===== src/rtl/rng_key_sampler.sv =====
// Rejection sampler for ElGamal ephemeral keys: draws RNG words, masks them to the
// bit length of p-2 and accepts the first candidate in [1, p-2], or reports failure.
module rng_key_sampler #(
  parameter int WIDTH     = 64,
  parameter int MAX_TRIES = 16
) (
  input  logic             clk,
  input  logic             rst,
  input  logic             req_tvalid,
  output logic             req_tready,
  input  logic [WIDTH-1:0] modulus,
  input  logic             rnd_tvalid,
  input  logic [WIDTH-1:0] rnd,
  output logic             rnd_tready,
  output logic             key_tvalid,
  input  logic             key_tready,
  output logic [WIDTH-1:0] key,
  output logic             fail
);

  // state | meaning
  // IDLE  | waiting for a key request
  // MASK  | derive lim = p-2 and its bit mask, reject p < 3
  // DRAW  | waiting for an RNG word
  // CHECK | range-test the masked candidate
  // DONE  | result presented until key_tready
  localparam logic [2:0] IDLE  = 3'd0;
  localparam logic [2:0] MASK  = 3'd1;
  localparam logic [2:0] DRAW  = 3'd2;
  localparam logic [2:0] CHECK = 3'd3;
  localparam logic [2:0] DONE  = 3'd4;

  localparam int TRY_W = $clog2(MAX_TRIES + 1);
  localparam logic [TRY_W-1:0] TRIES_MAX = TRY_W'(MAX_TRIES);
  localparam logic [WIDTH-1:0] P_MIN     = WIDTH'(3);
  localparam logic [WIDTH-1:0] TWO       = WIDTH'(2);

  logic [2:0]       state_q, state_d;
  logic [WIDTH-1:0] p_q, p_d;
  logic [WIDTH-1:0] lim_q, lim_d;
  logic [WIDTH-1:0] mask_q, mask_d;
  logic [WIDTH-1:0] cand_q, cand_d;
  logic [WIDTH-1:0] key_q, key_d;
  logic             fail_q, fail_d;
  logic [TRY_W-1:0] tries_q, tries_d;

  logic [WIDTH-1:0] lim_calc;
  logic [WIDTH-1:0] mask_calc;

  assign lim_calc = p_q - TWO;

  // Highest set bit of lim wins, giving 2^n-1 for n = bit length of lim.
  always_comb begin
    mask_calc = '0;
    for (int i = 0; i < WIDTH; i++) begin
      if (lim_calc[i]) mask_calc = {WIDTH{1'b1}} >> (WIDTH - 1 - i);
    end
  end

  always_comb begin
    state_d = state_q;
    p_d     = p_q;
    lim_d   = lim_q;
    mask_d  = mask_q;
    cand_d  = cand_q;
    key_d   = key_q;
    fail_d  = fail_q;
    tries_d = tries_q;
    case (state_q)
      IDLE: begin
        if (req_tvalid) begin
          p_d     = modulus;
          tries_d = '0;
          key_d   = '0;
          fail_d  = 1'b0;
          state_d = MASK;
        end
      end
      MASK: begin
        lim_d  = lim_calc;
        mask_d = mask_calc;
        if (p_q < P_MIN) begin
          key_d   = '0;
          fail_d  = 1'b1;
          state_d = DONE;
        end else begin
          state_d = DRAW;
        end
      end
      DRAW: begin
        if (rnd_tvalid) begin
          cand_d  = rnd & mask_q;
          state_d = CHECK;
        end
      end
      CHECK: begin
        if ((cand_q != '0) && (cand_q <= lim_q)) begin
          key_d   = cand_q;
          fail_d  = 1'b0;
          state_d = DONE;
        end else begin
          tries_d = tries_q + 1'b1;
          if (tries_d == TRIES_MAX) begin
            key_d   = '0;
            fail_d  = 1'b1;
            state_d = DONE;
          end else begin
            state_d = DRAW;
          end
        end
      end
      DONE: begin
        if (key_tready) state_d = IDLE;
      end
      default: state_d = IDLE;
    endcase
  end

  always_ff @(posedge clk) begin
    if (!rst) begin
      state_q <= IDLE;
      p_q     <= '0;
      lim_q   <= '0;
      mask_q  <= '0;
      cand_q  <= '0;
      key_q   <= '0;
      fail_q  <= 1'b0;
      tries_q <= '0;
    end else begin
      state_q <= state_d;
      p_q     <= p_d;
      lim_q   <= lim_d;
      mask_q  <= mask_d;
      cand_q  <= cand_d;
      key_q   <= key_d;
      fail_q  <= fail_d;
      tries_q <= tries_d;
    end
  end

  assign req_tready = (state_q == IDLE);
  assign rnd_tready = (state_q == DRAW);
  assign key_tvalid = (state_q == DONE);
  assign key        = key_q;
  assign fail       = fail_q;

endmodule


===== config.mk =====
export PLATFORM = sky130hd
export DESIGN_NAME = rng_key_sampler
export DESIGN_NICKNAME = d
export VERILOG_FILES = /design/src/rtl/rng_key_sampler.sv
export SDC_FILE = /design/constraint.sdc
export NUM_CORES = 1
export LEC_CHECK = 0
export CAP_MARGIN = 20
export CORE_ASPECT_RATIO = 0.5
export CORE_MARGIN = 5
export CORE_UTILIZATION = 35
export DETAILED_ROUTE_END_ITERATION = 10
export PLACE_DENSITY = 0.62
export SLEW_MARGIN = 20
export SYNTH_ARGS = -nofsm -noshare
export SYNTH_HDL_FRONTEND = slang
export SYNTH_SLANG_ARGS = --single-unit

===== constraint.sdc =====
create_clock -name clk -period 3.75 [get_ports clk]
set_clock_uncertainty 0.15 [all_clocks]
set_input_delay 0.375 -clock clk [delete_from_list [all_inputs] [get_ports clk]]
set_output_delay 0.375 -clock clk [all_outputs]
set_load 0.05 [all_outputs]

======== Word-level counts from Yosys, hierarchy flattened ========
Cells that the tools add are included.
word-level totals
  output and inout bits ................... 68
  input port bits ......................... 133
  word-level logic and storage cells ...... 118
  bits in registers ....................... 329
operators by class
  $lt $le $gt $ge ......................... 2
  eq/ne operators ......................... 11
  mux-type cells .......................... 84
  bitwise gates (word level) .............. 1
  reductions and logical operators ........ 10
  add/subtract/negate cells ............... 2
operators with widths
  kind                     number
  $mux W64                 67
  $pmux W64 S3             1
  $and A64 B64 Y64         1
  $le A64 B64 Y1           1
  $lt A64 B2 Y1 const B    1
  $reduce_bool A64 Y1      1
  $sub A64 B2 Y64 const B  1
  $mux W3                  6
  $pmux W3 S5              1
  $mux W5                  2
  $pmux W5 S2              1
  $ne A2 B2 Y1 const B     4
  $eq A3 B2 Y1 const B     2
  $reduce_and A3 Y1        2
  $add A5 B1 Y5 const B    1
  $eq A5 B5 Y1 const B     1
  $mux W1                  5
  $reduce_and A2 Y1        2
  $reduce_and A4 Y1        1
  $eq A3 B1 Y1 const B     1
  $eq A3 B3 Y1 const B     1
  $logic_not A3 Y1         1
  $ne A3 B3 Y1 const B     1
  $pmux W1 S3              1
  other kinds (4)          4

======== Logic depth before layout (Yosys ltp) ========
Gate-level depths: netlist of run 1.
  word-level depth ........................ 65
  mapped depth ............................ 14

======== Least setup slack after synthesis of run 1 ========
No wires, ideal clock.
  path kind ............................... reg-to-reg
  start point ............................. register p_q[1]
  end point ............................... register mask_q[5]
  setup slack ............................. -0.093 ns
  buffers on the path ..................... 3
  required time ........................... 3.467 ns
  arrival ................................. 3.560 ns
  cell stages (with the launch flop) ...... 15
  path through ............................ dfxtp_1 -> clkbuf_1 -> inv_1 -> ha_1 -> buf_2 -> nor4b_4 -> nand3_1 -> or3_1 -> clkbuf_1 -> nor4_1 -> xor2_1 -> nor4b_4 -> nand4_2 -> nor4b_4 -> a31oi_1
between the ends
  cells in the longest elaborated chain, start to end .. 63
RTL lines
  what                    line  RTL
  from (decl)             39    logic [WIDTH-1:0] p_q, p_d;
  from (signal assigned)  131   p_q <= p_d;
  $sub A64 B2 Y64 *       50    assign lim_calc = p_q - TWO;
  $mux W64 (61 in a row)  56    if (lim_calc[i]) mask_calc = {WIDTH{1'b1}} >> (WIDTH - 1 - i);
  $mux W64 *              56
  to (signal assigned)    133   mask_q <= mask_d;
  to (decl)               41    logic [WIDTH-1:0] mask_q, mask_d;
Every way passes the cells marked *; elsewhere a longest branch is shown, timed or not.
A chain may end at the register's enable or synchronous reset.

======== Final worst setup path of run 1 ========
  start point ............................. register p_q[2]
  end point ............................... register mask_q[1]
Same word-level chain as after synthesis.

==> key figures, run 1 <==
Place
  – Dpl cell area: 18700 sq um
  – Hpwl dp: 42200 um
  – GP Congestion: 0.978
  – PortBufs: 200
  – Placement Setup Slack: between 0.1 and 0.15 ns
  – Dpl cells: about 2.6k

Global route
  – Gr ovfl total: 0
  – Antenna violations before repair: 1
  – Vias in the first global route: 13.2k
  – First-pass GRT wire length: 81200 um
  – GRT met2 Usage: ~31%
  – GRT Total Usage: 21.6%
  – Largest net degree at the start of global routing: 125
  – M1 GR Usage: 32.7%
  – GRT Max-Usage Layer: met1
  – Met3 usage: under 10%

Critical path
  – Slowest stage delay, CP: approximately 0.54 ns
  – R2R depth: 13
  – Crit path required time: 4.01 ns
  – R2R Setup Slk: 0.19 ns
  – Arrival time of the worst setup path: between 3 and 4 ns
  – CP delay by family, top: simple AND/OR/NAND/NOR gates
  – CP bufs+invs: 3
  – Crit Path Class: reg -> reg
  – Critical path launch point type: flop
  – FF-to-FF Start: p_q[2]
  – Slowest cell on crit path: a211oi_1
  – CP dominant cell by count: buf_4
  – Crit Path Max Fanout: 11
  – R2r endpoint: mask_q[1]
  – CP endpoint kind: flop
  – Critical Path, Cell by Cell: inv_1 -> ha_1 -> nor4b_4 -> nand3_2 -> buf_4 -> o31a_1 -> a211oi_1 -> nand4_1 -> nor3b_1 -> buf_4 -> nand3_1 -> nor3_2 -> a21oi_1

Routing
  – Post-DRT Antenna Nets: 0
  – Vias per cell: 5.37
  – Initial DRC count: 1361
  – Residual DRC: 0
  – Routed wire length per instance: 20.5 um
  – Pre-antenna DRT Iters: 5
  – Final wirelength: 54800 um
  – Via count: 14.4k

Clocking
  – Root Driver: clkbuf_16
  – Clk buf depth: 3
  – Clk Latency, worst-skew pair: 0.53 ns
  – # hold bufs at CTS: 0
  – Clk sinks: between 300 and 400
  – CTS tree: yes
  – Clock Pin Slew Worst Setup and Hold Paths: 0.06 ns
  – H-tree depth: 2
  – Cts bufs inserted: 34

Timing
  – Final min period: 3.56 ns
  – Final setup vio count: 0
  – Crit share post-route: 95.0%
  – Min Hold Slack: 0.212 ns
  – Final hold vios: 0
  – Fin. max-slew vios: 0
  – Worst slew pin tran: a little under 0.8 ns
  – Slew margin rel.: approximately 48%
  – Final WS setup: 0.188 ns
  – Setup TNS: 0 ns
  – FMAX: 281 MHz

Synthesis
  – Yosys top cell by area: dfxtp_1
  – Top FF cell, synth: dfxtp_1
  – Number of synthesized flops with an enable pin: 0
  – Avg Cell Area, Syn: 8.47 sq um
  – Syn Nets: around 2.0k
  – Top cells by area, synth: dfxtp_1 43%, a21oi_1 5.9%, nand2_1 5.5%
  – Synth Cell Area: 15400 sq um
  – Most frequent cell after synthesis: dfxtp_1
  – Cells after synthesis: 1820
  – Synth top area share: 42.6%
  – Cell variety after synth: 76
  – Flops & latches, synth: around 330
  – Post-synth ARST share: 0%
  – Seq/Total Area, Yosys: 42.6%
  – Most frequent cells after synthesis: 328 x dfxtp_1, 224 x nand2_1, 183 x a21oi_1, 132 x nor2_1, 90 x clkbuf_1
  – Number of warnings issued by yosys: 0

Finish
  – Design area: 19900 sq um
  – Fill count: 4303
  – Fin nets: 2262
  – Final std cells w/o fill: 2675
  – Share of cells above drive strength 1: between 10% and 20%
  – Area grow syn2layout: 29.1%

Floorplanning
  – Std-Cell Rows: 54
  – Die area: roughly 49000 sq um
  – Chip width: 307 um
  – # IOs: 201
  – Placeable Area: 43500 sq um
  – Initial core utilization: about 35%
  – Die Ht: 158 um

Power
  – Net Sw Power: 0.00426 W
  – Peak supply drop: 0.252 mV
  – Power per cell area: 587 nW/um^2
  – Leakage power: 7.55 nW
  – Combinational power share: 33.9%
  – Flop pwr share: 36.1%
  – Cell Int Power: 0.00741 W
  – Clk pwr share: between 30% and 40%
  – Sw Share: 36.5%

Status
  – Status: finished clean

Hold path
  – Hold path start: rst
  – Hold Crit Depth: 3
  – Hold EP: state_q[2]
  – Tightest Hold Check Type: in -> reg

Job
  – Max_cap viols: 0
-- area by class of cell --
type,count,area (sq um),share of cell area (%)
multi-input cells,1300,8150,41.0
flip-flops and latches,328,6570,33.0
repair buffers,322,3000,15.1
clock buffers,47,991,4.98
well taps,588,736,3.70
inverters,76,290,1.46
clock inverters,11,156,0.786
diodes,3,7.51,0.0377
-- registers in the layout, summed over array words and instances (netlist names) --
signal   flops
cand_q      64
fail         1
key         64
lim_q       64
mask_q      63
p_q         64
state_q      3
tries_q      5
-- cells by family (layout without fill, tap and decap cells) --
| family | after synthesis | in the layout | synth area share (%) |
|---|---|---|---|
| compound gates | 493 | 493 | 20.4 |
| other cells | 0 | 3 | 0 |
| simple gates | 682 | 682 | 23.3 |
| mux | 6 | 6 | 0.390 |
| xor+xnor | 52 | 52 | 2.96 |
| flops | 328 | 328 | 42.6 |
| buf+inv | 192 | 456 | 4.96 |
| fa+ha+maj | 67 | 67 | 5.44 |
-- repair_timing --
item                                    4_1_cts  5_1_grt
endpoints found under the setup margin        0       88
resized for setup                             0        7
setup buffers                                 0        2
-- worst min-delay path: stages --
cell and delay, ns:
buf_2 0.13, inv_6 0.19, nor2_1 0.15
-- placed cells by master, fill, tap and decap left out, types with 8 or more instances in the layout --
cell type	instances
dfxtp_1	328
nand3_1	87
a22o_1	64
xor2_1	15
ha_1	67
buf_4	115
a211oi_1	65
nand2b_1	14
inv_1	75
clkdlybuf4s50_1	199
nand2_1	222
xnor2_1	37
nor4_1	36
a21oi_1	183
or3_1	20
nand4_1	36
o21ai_0	78
a21o_1	31
a31oi_1	21
nor3_1	29
clkbuf_16	35
and3_1	10
nor3_2	8
nor2_1	132
-- power groups by stage --
| stage | clock network, W | logic (W) | registers (W) |
|---|---|---|---|
| after global placement | 0 | 0.00384 | 0.00426 |
| after detailed placement | 0 | 0.00385 | 0.00427 |
| final | 0.00350 | 0.00396 | 0.00421 |
| after CTS | 0.00356 | 0.00387 | 0.00420 |
| after global routing | 0.00371 | 0.00430 | 0.00425 |
| after floorplan | 0 | 0.00239 | 0.00415 |
-- per-stage QoR --
step	power, W	utilization [%]
floorplan	0.00654	-
global placement	0.00810	42.9
detailed placement	0.00812	42.9
CTS	0.0116	45.6
global route	0.0123	45.7
finish	0.0117	45.7
-- per-layer routing --
metal  share of wire, %  wire (um)
met1                 50      27200
met2                 41      22700
met3                7.3       4010
met4                1.7        946
met5                  0          0
-- worst max path at each step --
stage                 end  startpoint  slack, ns  depth (start not counted)
3_5_place_dp   mask_q[27]     p_q[40]       0.15                          9
6_report        mask_q[1]      p_q[2]       0.19                         13
2_1_floorplan  mask_q[16]      p_q[1]       0.02                         14
3_3_place_gp    mask_q[5]      p_q[8]       0.18                         10
4_1_cts        mask_q[27]     p_q[40]       0.12                          9
5_1_grt         mask_q[5]      p_q[8]     -0.001                         11
Power figures use the tool's default switching activity.
==> run 2, diff against run 1 <==
- PLACE_DENSITY: 0.62 -> 0.6
- RECOVER_POWER: unset -> 50
- SKIP_CTS_REPAIR_TIMING: unset -> 1
- clock period: 3.75 -> 4.11 ns (I/O delays scaled with it)
==> key figures, run 2 (synthesis gave the netlist of run 1 again) <==
Finish
  – Share of cells above drive strength 1: 8.30% (-2.8 points)
  – Commonest non-fill, non-tap cell in the layout: dfxtp_1
  – Fin util: 44.8% (-0.95 points)
  – Fill count: 4315 (+0.28%)
  – Commonest cells after routing, fill and taps aside: 328 x dfxtp_1, 223 x nand2_1, 183 x a21oi_1
  – Fin nets: 2212 (-2.2%)
  – Design area: 19500 sq um (-2.1%)
  – Area grow syn2layout: 26.4%

Clocking
  – Clock Pin Slew Worst Setup and Hold Paths: 0.06 ns (about the same)
  – Cts bufs inserted: 34 (unchanged)
  – Clk Latency, worst-skew pair: 0.53 ns (about the same)
  – CTS tree: yes
  – Clk buf depth: 3 (unchanged)
  – Root Driver: clkbuf_16
  – H-tree depth: 2 (unchanged)
  – Clk sinks: 328 (unchanged)

Timing
  – Unrepaired setup endpoints after global routing: false
  – Final hold vios: 0 (unchanged)
  – Setup TNS: 0 ns (unchanged)
  – Slew margin rel.: -20.6% (-69 points)
  – Fin. max-slew vios: 47 (+47)
  – Final WS setup: 0.287 ns (+0.0995 ns)
  – Crit share post-route: 93.0% (-2.0 points)
  – Worst slew pin tran: 1.81 ns (+1.03 ns)
  – FMAX: 262 MHz (-6.8%)
  – Min Hold Slack: 0.277 ns (+0.0645 ns)
  – Final min period: 3.82 ns (+0.261 ns)
  – Final setup vio count: 0 (unchanged)

Routing
  – Vias per cell: 5.41 (+0.79%)
  – Initial DRC count: 1250 (-8.2%)
  – Routed wire length per instance: 21.0 um (+2.5%)
  – Pre-antenna DRT Iters: 5 (unchanged)
  – Post-DRT Antenna Nets: 0 (unchanged)
  – Via count: 14.2k (-1.1%)
  – Residual DRC: 0 (unchanged)
  – Final wirelength: 55100 um (+0.61%)

Global route
  – Vias in the first global route: 13.0k (-1.5%)
  – Largest net degree at the start of global routing: 121 (-3.2%)
  – Gr ovfl total: 0 (unchanged)
  – First-pass GRT wire length: 81200 um (about the same)
  – Antenna violations before repair: 2 (+1)
  – GRT Total Usage: 21.7% (+0.15 points)

Critical path
  – Crit path required time: 4.36 ns (+0.35 ns)
  – Crit Path Max Fanout: 12 (+1)
  – CP endpoint kind: flop
  – Critical path launch point type: flop
  – Crit Path Class: reg -> reg
  – Arrival time of the worst setup path: 4.07 ns (+0.25 ns)

Floorplanning
  – Std-Cell Rows: 54 (unchanged)
  – Placeable Area: 43500 sq um (unchanged)
  – Initial core utilization: 35.4% (unchanged)
  – Die Ht: 158 um (unchanged)
  – # IOs: 201 (unchanged)
  – Chip width: 307 um (unchanged)
  – Die area: 48600 sq um (unchanged)

Job
  – Max_cap viols: 1 (+1)

Power
  – Power per cell area: 544 nW/um^2 (-7.3%)
  – Peak supply drop: 0.188 mV (-25%)
  – Leakage power: 7.51 nW (-0.49%)

Hold path
  – Tightest Hold Check Type: in -> reg

Place
  – Placement Setup Slack: 0.238 ns (+0.0897 ns)
  – Dpl cell area: 18300 sq um (-2.0%)
  – PortBufs: 200 (unchanged)
  – GP Congestion: 0.927 (-5.2%)
  – Hpwl dp: 42000 um (-0.41%)

Status
  – Status: finished with violations
  – Failing checks: max-capacitance violations, max-slew violations
run 2: changes by cell type in the layout (fill, tap and decap cells not counted), sizes merged:
cell,change
clkbuf,+6
clkinvlp,+2
clkinv,-5
clkdlybuf4s50,-65
dlygate4sd3,+65
inv,+1
buf,-53
run 2: power by group:
part | internal [W] | switching [W]
combinational | 0.00124 | 0.00219
clock | 0.00195 | 0.00133
sequential | 0.00354 | 0.000357
run 2: critical path, stage by stage (launching register included):
cell and delay [ns]:
dfxtp_1 0.38, nor4_1 0.47, and4_1 0.44, nand2_1 0.34, nor4_1 0.42, xnor2_1 0.25, and4_1 0.43, nand4_2 0.19
nor4b_4 0.47, a31oi_1 0.13
run 2: cell type report:
class	count	area (sq um)	area share, %
antenna	3	7.51	0.0385
clock buffer	50	1040	5.35
clock inverter	9	129	0.661
inverter	76	290	1.49
multi-input combinational	1300	8100	41.6
sequential	328	6570	33.7
tap	588	736	3.78
timing repair buffer	272	2620	13.4
run 2: worst paths after layout:
path,cells after the start,to,slack (ns),start
max,9,mask_q[5],0.29,p_q[38]
min,3,p_q[23],0.28,modulus[23]
max reg2reg,9,mask_q[5],0.29,p_q[38]
min reg2reg,2,lim_q[0],0.32,lim_q[0]
run 2: routing by layer:
layer	GRT usage (%)	wire (um)
met4	4.88	980
met3	6.74	5110
met5	0	0
met2	30.5	22200
met1	32.4	26800
run 2: through the flow:
step | total power, W | cells
6_report | 0.0106 | 2626
5_1_grt | 0.0111 | 2625
4_1_cts | 0.0106 | 2622
3_5_place_dp | 0.00733 | 2563
3_3_place_gp | 0.00732 | 2563
2_1_floorplan | 0.00597 | 1820
==> run 3, diff against run 2 <==
- CTS_CLUSTER_DIAMETER: unset -> 30
- HOLD_SLACK_MARGIN: unset -> 0.08
==> key figures, run 3 (synthesis gave the netlist of run 1 again) <==
Floorplanning
  – Placeable Area: 43500 sq um (unchanged)
  – Chip width: 307 um (unchanged)
  – Die Ht: 158 um (unchanged)
  – Std-Cell Rows: 54 (unchanged)
  – # IOs: 201 (unchanged)
  – Die area: 48600 sq um (unchanged)
  – Initial core utilization: 35.4% (unchanged)

Timing
  – Worst slew pin tran: 1.85 ns (+0.0453 ns)
  – Unrepaired setup endpoints after global routing: false
  – Final hold vios: 0 (unchanged)
  – FMAX: 261 MHz (-0.22%)
  – Setup TNS: 0 ns (unchanged)
  – Final setup vio count: 0 (unchanged)
  – Crit share post-route: 93.2% (+0.21 points)
  – Fin. max-slew vios: 47 (unchanged)
  – Final min period: 3.83 ns (+0.00848 ns)
  – Slew margin rel.: -23.7% (-3.0 points)

Routing
  – Residual DRC: 0 (unchanged)
  – Vias per cell: 5.39 (-0.43%)
  – Via count: 14.4k (+1.3%)
  – Pre-antenna DRT Iters: 5 (unchanged)
  – Final wirelength: 55600 um (+0.82%)
  – Routed wire length per instance: 20.8 um (-0.92%)
  – Post-DRT Antenna Nets: 0 (unchanged)
  – Initial DRC count: 1222 (-2.2%)

Global route
  – Gr ovfl total: 0 (unchanged)
  – Vias in the first global route: 13.3k (+2.2%)
  – Antenna violations before repair: 2 (unchanged)
  – GRT Total Usage: 21.9% (+0.18 points)
  – First-pass GRT wire length: 81900 um (+0.88%)
  – Largest net degree at the start of global routing: 121 (unchanged)

Place
  – GP Congestion: 0.927 (unchanged)
  – Hpwl dp: 42000 um (unchanged)
  – Dpl cell area: 18300 sq um (unchanged)
  – PortBufs: 200 (unchanged)

Critical path
  – Slowest cell on crit path: nor4_4
  – Crit Path Class: reg -> reg
  – CP endpoint kind: flop
  – Crit Path Max Fanout: 12 (unchanged)
  – Slowest stage delay, CP: 0.49 ns (+0.02 ns)
  – Crit path required time: 4.40 ns (+0.04 ns)
  – Critical Path, Cell by Cell: nor4_1 -> and4_1 -> nand2_1 -> nor4_1 -> xnor2_1 -> and4_1 -> nand3_4 -> nor4_4 -> a31oi_1
  – R2R Setup Slk: 0.28 ns (about the same)
  – Arrival time of the worst setup path: 4.12 ns (+0.05 ns)
  – CP bufs+invs: 0 (unchanged)
  – CP delay by family, top: simple AND/OR/NAND/NOR gates
  – Critical path launch point type: flop

Finish
  – Commonest cells after routing, fill and taps aside: 328 x dfxtp_1, 223 x nand2_1, 183 x a21oi_1
  – Multi-input logic area: 8100 sq um (unchanged)
  – Fin nets: 2234 (+0.99%)
  – Design area: 20300 sq um (+4.1%)
  – Register area: 6570 sq um (unchanged)
  – Commonest non-fill, non-tap cell in the layout: dfxtp_1
  – Area grow syn2layout: 31.6%
  – Share of cells above drive strength 1: 10.3% (+2.0 points)
  – Fin util: 46.6% (+1.8 points)
  – Fill count: 4241 (-1.7%)

Power
  – Flop pwr share: 32.1% (-4.6 points)
  – Net Sw Power: 0.00430 W (+11%)
  – Combinational power share: 28.2% (-4.2 points)
  – Cell Int Power: 0.00787 W (+17%)
  – Power per cell area: 600 nW/um^2 (+10%)
  – Clk pwr share: 39.7% (+8.8 points)
  – Leakage power: 7.90 nW (+5.2%)
  – Peak supply drop: 0.272 mV (+44%)
  – Sw Share: 35.3% (-1.3 points)

Clocking
  – Clk sinks: 328 (unchanged)
  – H-tree depth: 2 (unchanged)
  – CTS tree: yes
  – Clk buf depth: 3 (unchanged)
  – Cts bufs inserted: 56 (+65%)
  – Root Driver: clkbuf_16
  – Clock Pin Slew Worst Setup and Hold Paths: 0.06 ns (about the same)
  – Clk Latency, worst-skew pair: 0.58 ns (+0.05 ns)

Job
  – Max_cap viols: 1 (unchanged)

Status
  – Status: finished with violations
  – Failing checks: max-capacitance violations, max-slew violations

Hold path
  – Tightest Hold Check Type: in -> reg
run 3: final cells by class:
class	count	share of cell area, %
antenna	3	0.0370
clock buffer	67	7.41
clock inverter	38	2.30
inverter	76	1.43
multi-input combinational	1300	39.9
sequential	328	32.4
tap	588	3.63
timing repair buffer	272	12.9
run 3: worst min-delay path, delay by kind of cell:
kind	cells	cell delay (ns)
buffers and inverters	1	0.39
AND/OR/NAND/NOR	1	0.05
AO/OA/AOI/OAI	1	0.05
run 3: power by group through the flow:
stage               Sequential, W  Combinational, W  Clock [W]
finish                    0.00390           0.00344    0.00484
global route              0.00394           0.00374    0.00507
CTS                       0.00389           0.00340    0.00490
detailed placement        0.00395           0.00337          0
global placement          0.00395           0.00337          0
floorplan                 0.00379           0.00218          0
run 3: worst paths after layout:
path	startpoint	to	cells past startpoint
worst min-delay path	modulus[23]	p_q[23]	3
worst max register to register	p_q[38]	mask_q[40]	9
worst min register to register	mask_q[28]	cand_q[28]	2
worst max-delay path	p_q[38]	mask_q[40]	9
run 3: layer usage:
layer	GRT usage (%)	share of wire (%)
met5	0	0
met4	5.94	2.2
met3	6.99	9.3
met2	30.8	40
met1	32.2	48
run 3: metrics by stage:
step           std cells  power [W]  hold WS [ns]  setup slack [ns]
5_1_grt             2671     0.0127         0.219           0.00299
4_1_cts             2668     0.0122         0.212             0.246
3_3_place_gp        2563    0.00732         0.304             0.283
3_5_place_dp        2563    0.00733         0.304             0.238
2_1_floorplan       1820    0.00597         0.287             0.267
6_report            2672     0.0122         0.234             0.279
